--- config.mk ---
export PLATFORM = sky130hd
export DESIGN_NAME = wb_writeback_queue
export DESIGN_NICKNAME = d
export VERILOG_FILES = /design/src/rtl/wb_writeback_queue.sv
export SDC_FILE = /design/constraint.sdc
export NUM_CORES = 1
export LEC_CHECK = 0
export BUFFER_PORTS_ARGS = -buffer_cell sky130_fd_sc_hd__buf_2
export CORE_MARGIN = 2
export CORE_UTILIZATION = 46
export CTS_CLUSTER_SIZE = 12
export DETAILED_ROUTE_END_ITERATION = 8
export GPL_ROUTABILITY_DRIVEN = 0
export GPL_TIMING_DRIVEN = 0
export HOLD_SLACK_MARGIN = 0.12
export PLACE_DENSITY_LB_ADDON = 0.15
export SLEW_MARGIN = 15
export SYNTH_ARGS = -nofsm -noshare
export SYNTH_HDL_FRONTEND = slang
export SYNTH_SLANG_ARGS = --single-unit
--- constraint.sdc ---
create_clock -name Clk -period 3.7 [get_ports Clk]
set_input_delay 0.74 -clock Clk [delete_from_list [all_inputs] [get_ports Clk]]
set_output_delay 0.74 -clock Clk [all_outputs]
set_load 0.01 [all_outputs]
--- src/rtl/wb_writeback_queue.sv ---
// Writeback queue between execute and the regfile write port: FIFO of results with
// registered write-port outputs and youngest-entry forwarding for decode-stage lookups.
module wb_writeback_queue #(
    parameter int unsigned REG_DATA_WIDTH     = 32,
    parameter int unsigned REGFILE_ADDR_WIDTH = 5,
    parameter int unsigned DEPTH              = 4
) (
    input  logic                          Clk,
    input  logic                          Reset_n,
    input  logic                          In_valid,
    output logic                          In_ready,
    input  logic [REGFILE_ADDR_WIDTH-1:0] In_rd_addr,
    input  logic [REG_DATA_WIDTH-1:0]     In_rd_data,
    input  logic                          Wb_stall,
    output logic [REGFILE_ADDR_WIDTH-1:0] Rd_addr,
    output logic [REG_DATA_WIDTH-1:0]     Rd_wr_data,
    output logic                          Rd_wr_en,
    input  logic [REGFILE_ADDR_WIDTH-1:0] Rs1_addr,
    input  logic [REGFILE_ADDR_WIDTH-1:0] Rs2_addr,
    output logic                          Rs1_pending,
    output logic                          Rs2_pending,
    output logic [REG_DATA_WIDTH-1:0]     Rs1_fwd_data,
    output logic [REG_DATA_WIDTH-1:0]     Rs2_fwd_data,
    output logic [$clog2(DEPTH):0]        Count,
    output logic                          Empty
);

    localparam int unsigned PTR_W = $clog2(DEPTH);
    localparam int unsigned CNT_W = PTR_W + 1;

    logic [REGFILE_ADDR_WIDTH-1:0] addr_mem_q [DEPTH];
    logic [REGFILE_ADDR_WIDTH-1:0] addr_mem_d [DEPTH];
    logic [REG_DATA_WIDTH-1:0]     data_mem_q [DEPTH];
    logic [REG_DATA_WIDTH-1:0]     data_mem_d [DEPTH];

    logic [PTR_W-1:0]              wr_ptr_q, wr_ptr_d;
    logic [PTR_W-1:0]              rd_ptr_q, rd_ptr_d;
    logic [CNT_W-1:0]              count_q, count_d;
    logic [REGFILE_ADDR_WIDTH-1:0] rd_addr_q, rd_addr_d;
    logic [REG_DATA_WIDTH-1:0]     rd_wr_data_q, rd_wr_data_d;
    logic                          rd_wr_en_q, rd_wr_en_d;

    logic accept;
    logic store;
    logic pop;

    assign In_ready   = (count_q != CNT_W'(DEPTH));
    assign Empty      = (count_q == '0);
    assign Count      = count_q;
    assign Rd_addr    = rd_addr_q;
    assign Rd_wr_data = rd_wr_data_q;
    assign Rd_wr_en   = rd_wr_en_q;

    // x0 results complete the handshake but never occupy an entry.
    assign accept = In_valid && In_ready;
    assign store  = accept && (In_rd_addr != '0);
    assign pop    = (count_q != '0) && !Wb_stall;

    always_comb begin
        addr_mem_d   = addr_mem_q;
        data_mem_d   = data_mem_q;
        wr_ptr_d     = wr_ptr_q;
        rd_ptr_d     = rd_ptr_q;
        count_d      = count_q;
        rd_addr_d    = rd_addr_q;
        rd_wr_data_d = rd_wr_data_q;
        rd_wr_en_d   = 1'b0;
        if (store) begin
            addr_mem_d[wr_ptr_q] = In_rd_addr;
            data_mem_d[wr_ptr_q] = In_rd_data;
            wr_ptr_d             = wr_ptr_q + PTR_W'(1);
        end
        if (pop) begin
            rd_addr_d    = addr_mem_q[rd_ptr_q];
            rd_wr_data_d = data_mem_q[rd_ptr_q];
            rd_wr_en_d   = 1'b1;
            rd_ptr_d     = rd_ptr_q + PTR_W'(1);
        end
        case ({store, pop})
            2'b10:   count_d = count_q + CNT_W'(1);
            2'b01:   count_d = count_q - CNT_W'(1);
            default: count_d = count_q;
        endcase
    end

    // Walk oldest to youngest so the last match wins; popped entries are already gone.
    always_comb begin
        logic [PTR_W-1:0] idx;
        idx          = '0;
        Rs1_pending  = 1'b0;
        Rs2_pending  = 1'b0;
        Rs1_fwd_data = '0;
        Rs2_fwd_data = '0;
        for (int i = 0; i < DEPTH; i++) begin
            idx = rd_ptr_q + PTR_W'(i);
            if (CNT_W'(i) < count_q) begin
                if (Rs1_addr != '0 && addr_mem_q[idx] == Rs1_addr) begin
                    Rs1_pending  = 1'b1;
                    Rs1_fwd_data = data_mem_q[idx];
                end
                if (Rs2_addr != '0 && addr_mem_q[idx] == Rs2_addr) begin
                    Rs2_pending  = 1'b1;
                    Rs2_fwd_data = data_mem_q[idx];
                end
            end
        end
    end

    always_ff @(posedge Clk) begin
        if (!Reset_n) begin
            wr_ptr_q     <= '0;
            rd_ptr_q     <= '0;
            count_q      <= '0;
            rd_addr_q    <= '0;
            rd_wr_data_q <= '0;
            rd_wr_en_q   <= 1'b0;
        end else begin
            wr_ptr_q     <= wr_ptr_d;
            rd_ptr_q     <= rd_ptr_d;
            count_q      <= count_d;
            rd_addr_q    <= rd_addr_d;
            rd_wr_data_q <= rd_wr_data_d;
            rd_wr_en_q   <= rd_wr_en_d;
        end
    end

    // Storage needs no reset: entries are only visible below count_q.
    always_ff @(posedge Clk) begin
        addr_mem_q <= addr_mem_d;
        data_mem_q <= data_mem_d;
    end

endmodule

# [After elaboration in Yosys (flattened, before gate mapping)]
# Cells that the tools add are included.
[classes] multipliers=0 order_cmp=10 n_reduce_logical=19 shifts=0 bitwise=5 div_mod_pow=0 n_addsub=6 mux=64 n_eq_ne=11
[ops] cell="32-bit two-way mux" count=25
[ops] cell="32-bit binary-select mux with 2-bit select" count=4
[ops] cell="128-bit bitwise mux" count=1
[ops] cell="32-bit demux with 2-bit select" count=1
[ops] cell="5-bit two-way mux" count=9
[ops] cell="5-bit binary-select mux with 2-bit select" count=4
[ops] cell="5-bit equality test" count=8
[ops] cell="20-bit bitwise mux" count=1
[ops] cell="1-bit two-way mux" count=17
[ops] cell="3-bit >= comparator, second input constant" count=5
[ops] cell="2-bit inverter with 3-bit output" count=5
[ops] cell="5-bit nonzero test" count=3
[ops] cell="1-bit logical AND" count=12
[ops] cell="5-bit demux with 2-bit select" count=1
[ops] cell="1-bit by 3-bit less-than comparator with 1-bit output, first input constant" count=2
[ops] cell="2-bit by 3-bit less-than comparator with 1-bit output, first input constant" count=2
[ops] cell="3-bit case mux with 2 select lines" count=1
[ops] cell="2-bit by 1-bit adder with 2-bit output, second input constant" count=2
[ops] cell="2-bit adder, second input constant" count=2
[ops] cell="3-bit by 1-bit adder with 3-bit output, second input constant" count=1
[ops] cell="3-bit logical NOT" count=1
[ops] cell="3-bit by 1-bit less-than comparator with 1-bit output, second input constant" count=1
[ops] cell="3-bit inequality test, second input constant" count=1
[ops] cell="3-bit nonzero test" count=1
[ops] cell="5 further kinds" count=5
[totals] rom_bits=0 latch_bits=0 ram_bits=0 register_bits=193 mem_count=0

# [Longest topological paths before layout]
[logic_depth] word_depth=14 depth_mapped=11 ltp_nobuf=10

# [Least setup slack after synthesis]
# Ideal clock, no wire load.
[synth_path] path_type="flip-flop to output port" startpoint="register rd_ptr_q[0]" endpoint="output port Rs2_fwd_data[22]" required_ns=2.960 setup_slack_ns=0.191 arrival_time_ns=2.769 stages_incl_launch_ff=10 cell_sequence="dfxtp_1 buf_6 mux4_2 xor2_1 a211o_1 or4_4 buf_6 buf_8 o311a_1 o31ai_2"
[synth_between] elab_chain_len=14
[synth_rtl] element="from (decl)" line_no="37" rtl="logic [PTR_W-1:0] rd_ptr_q, rd_ptr_d;"
[synth_rtl] element="from (signal assigned)" line_no="119" rtl="rd_ptr_q <= rd_ptr_d;"
[synth_rtl] element="parallel branches: the longest is 13 deep, another holds 2-bit by 1-bit adder with 2-bit output"
[synth_rtl] element="32-bit two-way mux *" line_no="96" rtl="if (CNT_W'(i) < count_q) begin"
[synth_rtl] element="to (decl)" line_no="23" rtl="output logic [REG_DATA_WIDTH-1:0] Rs2_fwd_data,"
# Every way passes the cells marked *. The select of a mux whose other input is x is not followed.

# [Worst setup path after layout]
[layout_path] startpoint="register rd_ptr_q[0]" endpoint="output port Rs2_fwd_data[29]"
# Same word-level chain as after synthesis.

==> flow_metrics.py <==
metrics = {
    "cts": {
        "cts_max_level": 4,
        "cts_buffer_depth": 2,
        "cts_sinks": 193,
        "cts_root_buf": "clkbuf_16",
        "path_clk_slew_ns": 0.07,
        "clkLatencyLatePin_ns": 0.45,
        "cts_made_buffers": 17,
        "cts_tree": "yes",
        "cts_hold_buf": 0,
    },
    "power_and_ir_drop": {
        "p_leak_nw": 5.53,
        "swShare_pct": 36.9,
        "p_seq_share_pct": 32.8,
        "p_per_area_mw_per_mm2": 540,
        "finalPower_mw": 8.55,
        "intPower_mw": 5.39,
        "pwr-share-comb_pct": 45.2,
        "clkPwrFrac_pct": 22.1,
        "ir_drop_mv": 0.331,
        "switchingPower_mw": 3.15,
    },
    "hold_path": {
        "min-delay-path-class": "flop to flop",
    },
    "setup_path": {
        "worst-path-buf-inv": 3,
        "crit_chain": "buf_6, mux4_2, xor2_1, a211o_1, or4_4, buf_8, o311a_1, o31ai_2, buf_2",
        "arrival_ns": 3.48,
        "path_class": "flop to output port",
        "critPathLaunchType": "flop",
        "crit_path_end_kind": "output port",
        "path_delay_family": "compound AO/OA/AOI/OAI gates",
        "crit_required_ns": 2.96,
        "cpMaxStageDelayCell": "or4_4",
        "crit_fanout": 10,
        "cpPeakStageDelay_ns": 0.64,
    },
    "floorplanning": {
        "dieArea_sq_mm": 0.0300,
        "core_sq_mm": 0.0280,
        "die_h_um": 173,
        "die_w_um": 173,
        "num_rows": 61,
        "start_util_pct": 47.1,
        "ioPinCount": 160,
    },
    "synth": {
        "synth_nets": 1118,
        "synth_edf_count": 148,
        "synth.cell_area_sq_mm": 0.0132,
        "async_reset_ff_share_pct": 0,
        "synth.area.top_cells": "edfxtp_1 34%, mux4_2 19%, dfxtp_1 6.8%",
        "syn_inst": 1059,
        "synth_top_area_cell": "edfxtp_1",
        "synth_most_common_cell": "edfxtp_1",
        "synth_seq_cells": 193,
        "ys_top_cells_by_count": "148 x edfxtp_1, 118 x nand2_1, 112 x mux4_2",
        "synth_top_area_share_pct": 33.7,
        "seq_area_frac_synth_pct": 40.5,
        "syn-mean-instance-area_sq_um": 12.5,
        "synth.distinct_cells": 55,
        "yosysWarnings": 0,
        "synthFlopType": "edfxtp_1",
    },
    "run": {
        "cap_violations": 0,
    },
    "grt": {
        "track_usage_pct": 28.0,
        "grt_pass1_wl_um": 63400,
        "antenna_found_initial": 2,
        "overflow": 0,
        "grt_max_degree": 22,
        "grt_pass1_vias": 10400,
    },
    "detailed_routing": {
        "wl_per_cell_um": 25.8,
        "drt_iter0_drc": 1195,
        "routed_wl_um": 42100,
        "post_drt_via_cell_ratio": 6.53,
        "drc": 0,
        "drt_pass1_iterations": 6,
        "postRouteAntennaNets": 0,
        "dr_total_vias": 10700,
    },
    "sta": {
        "finalHoldViolCount": 0,
        "slew_headroom_pct": 42.7,
        "rsz0062_at_grt": "yes",
        "setup_viol": 66,
        "finalCriticalPeriod_ns": 4.22,
        "hold_ws_ns": 0.462,
        "min_period_over_period_pct": 114,
        "setup_slack_ns": -0.516,
        "skew_ns": 0.0159,
        "fmax_mhz": 237,
        "final_max_slew_viol_count": 0,
        "tightest_slew_ns": 0.860,
        "tns_ns": -25.75,
    },
    "placement": {
        "io_buffers": 149,
        "preCtsSetupSlack_ns": -0.977,
        "hpwlAfterDp_um": 29200,
    },
    "final_layout": {
        "drive_gt1_share_pct": 40.4,
        "synthToLayoutAreaGrowth_pct": 19.9,
        "multiInputGateArea_sq_mm": 0.00752,
        "num-nets-final": 1300,
        "utilization_pct": 56.5,
        "register_area_sq_mm": 0.00535,
        "n_fill_cell": 2369,
    },
    "outcome": {
        "status": "finished, violations left",
        "violations": "negative setup slack",
    },
}
==> power by group through the flow <==
stage / Combinational [mW] / Sequential (mW) / Clock (mW)
2_1_floorplan: 2.54 / 2.84 / 0
3_3_place_gp: 3.59 / 2.83 / 0
3_5_place_dp: 3.63 / 2.83 / 0
4_1_cts: 3.82 / 2.79 / 1.89
5_1_grt: 4.10 / 2.83 / 1.98
6_report: 3.86 / 2.80 / 1.88
==> what timing repair did <==
action | CTS | global route
endpoints found under the hold margin | 0 | 0
resized for setup | 161 | 12
cloned | 1 | 1
setup endpoints to repair | 66 | 66
setup buffers | 10 | 2
pin swaps | 31 | 14
==> final timing paths <==
check                               startpoint                to  slack [ns]  cells after the start
worst max-delay path               rd_ptr_q[0]  Rs2_fwd_data[29]       -0.52                      9
worst min-delay path            Rd_wr_data[20]    Rd_wr_data[20]        0.46                      2
worst max register to register        Count[0]    Rd_wr_data[25]        0.60                      9
worst min register to register  Rd_wr_data[20]    Rd_wr_data[20]        0.46                      2
==> layout by cell type, fill, tap and decap left out, types with 5 or more instances in the layout <==
| cell type | n |
|---|---|
| nor2b_1 | 27 |
| nand3_1 | 36 |
| nor2b_2 | 5 |
| a221oi_4 | 6 |
| nor2_1 | 67 |
| nand2_1 | 118 |
| mux4_4 | 15 |
| a221oi_2 | 17 |
| o31ai_4 | 7 |
| o311a_1 | 25 |
| buf_6 | 10 |
| xnor2_1 | 36 |
| inv_1 | 41 |
| nand4_1 | 5 |
| a31oi_1 | 31 |
| mux4_1 | 12 |
| clkbuf_8 | 18 |
| a221oi_1 | 7 |
| clkbuf_4 | 10 |
| buf_4 | 14 |
| clkbuf_16 | 18 |
| edfxtp_1 | 148 |
| clkbuf_2 | 22 |
| dfxtp_1 | 43 |
| nor3b_1 | 31 |
| o31ai_2 | 24 |
| mux2i_1 | 8 |
| a21boi_0 | 38 |
| ha_1 | 8 |
| buf_2 | 163 |
| nor3_1 | 5 |
| mux4_2 | 117 |
| and2_1 | 11 |
| clkbuf_1 | 24 |
==> metal layers <==
layer  global-route usage (%)  wire length [um]  up-vias  share of wire, %
met3                     5.99              4030      103               9.6
met5                        0                13        -             0.031
met4                     9.43              1240        2               3.0
li1                         -                 -     4519                 -
met2                     45.3             20100      701                48
met1                     37.6             16700     5339                40
==> through the flow <==
step	cell area (sq um)	std cells
finish	15800	1633
global route	15800	1632
CTS	15700	1629
detailed placement	14500	1590
global placement	14400	1586
floorplan	13200	1059
==> final cells by class <==
type                    count  area share (%)
inverters                  41           0.973
clock inverters            12           0.854
diodes                      1          0.0158
clock buffers              20            2.82
flip-flops and latches    193            33.8
well taps                 378            2.99
multi-input cells         716            47.5
plain buffers             105            4.96
repair buffers            167            6.00
==> cells by family after synthesis <==
family / after synthesis / share of synthesized area, %
buf+inv: 150 / 5.70
simple gates: 328 / 12.0
flops: 193 / 40.5
compound gates: 184 / 12.0
xor+xnor: 41 / 2.72
fa+ha+maj: 8 / 0.759
mux: 155 / 26.2
==> state kept, by name, summed over array words and instances (netlist names) <==
register	count
Count	3
Rd_addr	5
Rd_wr_data	32
rd_ptr_q	2
wr_ptr_q	2
Rd_wr_en	1
data_mem_q	128
addr_mem_q	20
==> worst register-to-register path: stages (launching register included) <==
cell and delay [ns]:
dfxtp_1 0.51, inv_1 0.11, ha_1 0.22, nor2b_1 0.13, or2_2 0.37, inv_1 0.18
clkbuf_1 0.49, clkbuf_1 0.71, nand2_1 0.12, a21boi_0 0.17
Note: power is estimated with default switching activity, not from simulation.
